<file path="src/rtl/shift_reg_sequencer.sv">
// shift_reg_sequencer: loads a parallel word, shifts it out serially while capturing serial_in, then pulses done
// Ports: clk, reset (sync, active-high); start/din/ready accept a transfer in IDLE;
//        serial_in/serial_out form the 1-bit link; busy covers SHIFT and DONE;
//        done pulses one cycle with dout holding the captured word.
module shift_reg_sequencer #(
    parameter int WIDTH     = 8,
    parameter bit MSB_FIRST = 1'b0
) (
    input  logic             clk,
    input  logic             reset,
    input  logic             start,
    input  logic [WIDTH-1:0] din,
    output logic             ready,
    input  logic             serial_in,
    output logic             serial_out,
    output logic             busy,
    output logic             done,
    output logic [WIDTH-1:0] dout
);
    localparam int CW = $clog2(WIDTH);
    localparam logic [1:0] IDLE  = 2'd0;
    localparam logic [1:0] SHIFT = 2'd1;
    localparam logic [1:0] DONE  = 2'd2;
    logic [1:0]       state;
    logic [WIDTH-1:0] shreg;
    logic [WIDTH-1:0] shreg_nxt;
    logic [CW-1:0]    cnt;
    logic             last;
    always_comb begin
        shreg_nxt  = MSB_FIRST ? {shreg[WIDTH-2:0], serial_in} : {serial_in, shreg[WIDTH-1:1]};
        last       = cnt == CW'(WIDTH - 1);
        ready      = state == IDLE;
        busy       = state == SHIFT || state == DONE;
        done       = state == DONE;
        serial_out = state == SHIFT ? (MSB_FIRST ? shreg[WIDTH-1] : shreg[0]) : 1'b0;
    end
    always_ff @(posedge clk) begin
        if (reset) begin
            state <= IDLE;
            shreg <= '0;
            cnt   <= '0;
            dout  <= '0;
        end else if (state == IDLE) begin
            if (start) begin
                shreg <= din;
                cnt   <= '0;
                state <= SHIFT;
            end
        end else if (state == SHIFT) begin
            shreg <= shreg_nxt;
            // cnt returns to 0 on the last shift so it never exceeds WIDTH-1
            cnt   <= last ? '0 : cnt + 1'b1;
            if (last) begin
                dout  <= shreg_nxt;
                state <= DONE;
            end
        end else begin
            // DONE, or an unreachable encoding, always falls back to IDLE
            state <= IDLE;
        end
    end
endmodule
</file>
<file path="config.mk">
export PLATFORM = sky130hd
export DESIGN_NAME = shift_reg_sequencer
export DESIGN_NICKNAME = d
export VERILOG_FILES = /design/src/rtl/shift_reg_sequencer.sv
export SDC_FILE = /design/constraint.sdc
export NUM_CORES = 1
export LEC_CHECK = 0
export ABC_AREA = 1
export CAP_MARGIN = 20
export CORE_AREA = 4 4 67 69
export DETAILED_ROUTE_END_ITERATION = 8
export DIE_AREA = 0 0 71 73
export GPL_TIMING_DRIVEN = 0
export HOLD_SLACK_MARGIN = 0.05
export SKIP_LAST_GASP = 1
export SYNTH_ARGS = -nofsm -noshare
export SYNTH_HDL_FRONTEND = slang
export SYNTH_SLANG_ARGS = --single-unit
</file>
<file path="constraint.sdc">
create_clock -name clk -period 2.6 [get_ports clk]
set_clock_uncertainty 0.15 [all_clocks]
set_input_delay 0.52 -clock clk [delete_from_list [all_inputs] [get_ports clk]]
set_output_delay 0.52 -clock clk [all_outputs]
set_load 0.01 [all_outputs]
</file>
; ---- Word level (Yosys, flattened, before mapping)
; Cells that the tools add are included.
[word_totals]
latchBits = 0
out_inout_bits = 12
mem_bits_rw = 0
word_cells = 29
rom_bits = 0
regBits = 21
n_memories = 0
in_bits = 12
[classes]
mux = 12
add_sub_neg = 1
n_bitwise = 1
reduce_logical = 6
magnitude_cmp = 0
eq_ne = 5
shift = 0
mul = 0
div = 0
[op_table]
columns = operator, count
row1 = $mux 8, 3
row2 = $mux 3, 4
row3 = $mux 2, 4
row4 = $reduce_and 2->1, 2
row5 = $add 3x1->3 const B, 1
row6 = $eq 3x3->1 const B, 1
row7 = $ne 3x3->1 const B, 1
row8 = $reduce_and 3->1, 1
row9 = $eq 2x1->1 const B, 1
row10 = $eq 2x2->1 const B, 1
row11 = $logic_not 2->1, 1
row12 = $ne 2x2->1 const B, 1
row13 = $reduce_bool 2->1, 1
row14 = $logic_or 1x1->1, 1
row15 = $mux 1, 1
row16 = $not 1->1, 1

; ---- Depth between registers and ports, before layout
[depth]
ltp_word = 4
ltp_mapped = 8
mapped_depth_nobuf = 8

; ---- Worst setup path before layout
; OpenSTA, ideal clock, no wires.
[synth_path]
path_type = register to register
start = reg state[0]
end = reg dout[0]
synth_period_minus_slack_ns = 1.495
arrival_ns = 1.229
setup_ns = 0.116
setup_slack_ns = 1.105
required_time_ns = 2.334
path_stages_with_launch = 9
cell_sequence = dfxtp_1 -> inv_1 -> ha_1 -> inv_2 -> nand2_4 -> nor2_4 -> inv_2 -> nor2_1 -> nor2_1
[synth_via]
elab_chain_len = 3
word_cells_on_any_way = 4
[synth_lines]
columns = item, line
row1 = from (decl), 24  ; logic [1:0] state;
row2 = from (signal assigned), 39  ; state <= IDLE;
row3 = from (signal assigned), 47  ; state <= SHIFT;
row4 = from (signal assigned), 55  ; state <= DONE;
row5 = $logic_not 2->1, n/a
row6 = via ready, 13  ; output logic ready,
row7 = $not 1->1 (no line), n/a
row8 = $reduce_and 3->1 (no line), n/a
row9 = to (signal assigned), 54  ; dout <= shreg_nxt;
row10 = to (decl), 18  ; output logic [WIDTH-1:0] dout
; The timed path passes the listed nets, and every way through them passes these cells.
; A chain may end at the register's enable or synchronous reset.

; ---- Worst setup path after layout
[layout_path]
start = reg state[1]
end = out serial_out
[layout_via]
elab_chain_len = 2
[layout_lines]
columns = item, line
row1 = $eq 2x1->1, 35  ; serial_out = state == SHIFT ? (MSB_FIRST ? shreg[WIDTH-1] : shreg[0]) : 1'b0;
row2 = $mux 1, 35
row3 = to (decl), 15  ; output logic serial_out,
; No other way between the ends.

==> metrics <==
area share of the largest cell type after synthesis 44.5%; TritonCTS Buffers 3; Max-Cap Viols 0; area delta synth->final 35.8%; CP endpoint serial_out; post-place setup slack 0.528 ns; Yosys top cell by area dfxtp_1; DR iter-0 viols 25; FMAX 445 MHz; CP arrival 1.58 ns; Clock Path Buffers 2; # Post-CTS Setup Buffers 0; core area 3910 um^2; count leader, synth nand2_1; Cells after DPL 208; htree depth 1; RSZ-0062 raised after global routing no; ranking of synthesized cells by area dfxtp_1 45%, nand2_1 15%, nor2_1 14%, o21ai_0 8.5%, ha_1 6.6%; GRT overflow 0; Hold Crit Start cnt[0]; Synth Area in Compound Gates 11.1%; post-layout net count 180; async set-reset flop share out of synthesis 0%; Synth Flop Type dfxtp_1; Overall Power 726 uW; full die area 5180 um^2; Max VDD drop 0.000202 V; clock latency on the worst-skew pair 0.25 ns; first-pass GRT wire length 3800 um; detailed-placement wirelength estimate 1650 um; die height 73 um; slew margin rel. 75.5%; worst setup path class flip-flop to output port; most frequent cells after synthesis 38 x nand2_1, 34 x nor2_1, 21 x dfxtp_1, 16 x o21ai_0, 8 x inv_1; setup ws final 0.354 ns; overall routing resource usage 9.07%; Leak Pwr 0.600 nW; adder-cell share of the synthesized area 6.62%; first drt pass iteration count 4; CP top delay family buffers and inverters; RR Endpoint dout[1]; Detail Route Antenna Nets 0; Post-Synth Simple-Gate Area 32.2%; Worst setup EP type output port; status finished clean; Worst-path clk slew 0.08 ns; mapped cell area 945 um^2; clk sinks 21; R2R Setup Slk 0.85 ns; Critical Path Source state[1]; CP Max Fanout 4; largest family of logic cells by synthesized area simple AND/OR/NAND/NOR gates; vias in the first global route 891; Distinct cells, synth 13; Hold Crit Class flip-flop to flip-flop; Hold Buf Count CTS 0; WL final 2240 um; area post-placement 1240 um^2; Mapped Cells 135; Initial Utilization 24.1%; worst reg2reg path depth 8; #FFs+latches synth 21; Final Wtd Congestion 0.789; post-route cell area 1280 um^2; Reg2Reg Launch Point state[0]; PostCTS Resize Cnt 0; Via density 4.17; # setup viols final 0; mux cell area share after synthesis 0%; average wire per standard cell 10.6 um; initial antenna violation count 0; largest net degree at the start of global routing 12; CP max stage delay 0.52 ns; Net Count, Synth 152; layout cell share with drive strength beyond 1 6.17%; Synth Area in XOR/XNOR 0%; total number of vias 884; worst hold slack 0.317 ns; Final Slew Violations 0; Tmin final 2.25 ns; post-synthesis sequential area ratio 44.5%; Power Dens Cells 566 nW/um^2; IO buf count 23; required time worst endpoint 1.93 ns; Top Ports 24; cell breakdown of the critical path inv_1 -> ha_1 -> nand2_1 -> inv_1 -> clkdlybuf4s50_1; fin cells 212; Crit. path cell count 5; yosys warns 0; post-route setup TNS 0 ns; Die Wd 71 um; CTS tree yes; crit start category flip-flop; EDFF count, synth 0; fin crit share 86.4%; CP Buf/Inv Count 3; DRC Markers 0; ant diodes 0; final core occ 32.8%; CP dominant cell by count inv_1; Final Hold Viols 0; Root Driver clkbuf_8; CP max-delay cell clkdlybuf4s50_1; Avg Inst Size Synth 7.00 um^2; Site Rows 23; slew of the pin with the lowest slew margin 0.368 ns
==> final cells by class <==
| class | count | area [um^2] |
|---|---|---|
| Timing Repair Buffer | 23 | 230 |
| Multi-Input combinational cell | 101 | 472 |
| Clock buffer | 4 | 45.0 |
| Inverter | 11 | 43.8 |
| Buffer | 2 | 8.76 |
| Fill cell | 439 | 2630 |
| Sequential cell | 21 | 420 |
| Tap cell | 50 | 62.6 |
==> worst min path at each step <==
stage,endpoint,slack (ns),cells past startpoint
floorplan,cnt[0],0.28,1
global placement,cnt[0],0.30,1
detailed placement,cnt[0],0.30,1
CTS,cnt[0],0.32,1
global route,cnt[2],0.36,2
finish,cnt[0],0.32,1
==> registers in the layout (all words and copies together), names as in the netlist <==
| name | cells |
|---|---|
| cnt | 3 |
| dout | 8 |
| shreg | 8 |
| state | 2 |
==> power breakdown <==
| group | internal, mW | total (mW) | switching, mW |
|---|---|---|---|
| clock network | 0.109 | 0.211 | 0.102 |
| registers | 0.344 | 0.359 | 0.0151 |
| logic | 0.0654 | 0.156 | 0.0902 |
| total | 0.519 | 0.726 | 0.207 |
==> placed cells by master, fill, tap and decap left out <==
cell type        Yosys  final
a21oi_1              5      5
buf_2                1      1
clkbuf_1             1      2
clkbuf_8             0      3
clkdlybuf4s50_1      0     23
dfxtp_1             21     21
ha_1                 5      5
inv_1                8      8
inv_2                2      2
inv_4                1      1
nand2_1             38     38
nand2_4              2      2
nor2_1              34     34
nor2_4               1      1
o21ai_0             16     16
==> cells by family after synthesis <==
logic type	count (synthesis)
adder cells (fa/ha/maj)	5
AND/OR/NAND/NOR	75
flip-flops	21
AO/OA/AOI/OAI	21
buffers and inverters	13
==> per-layer routing <==
metal  vias to the layer above  wire length [um]  track usage [%]
met3                         4                82             2.07
met5                         -                 0                0
met2                        15               999             14.4
met1                       391              1130             12.1
li1                        474                 -                -
met4                         0                28             3.13
Power figures use the tool's default switching activity.
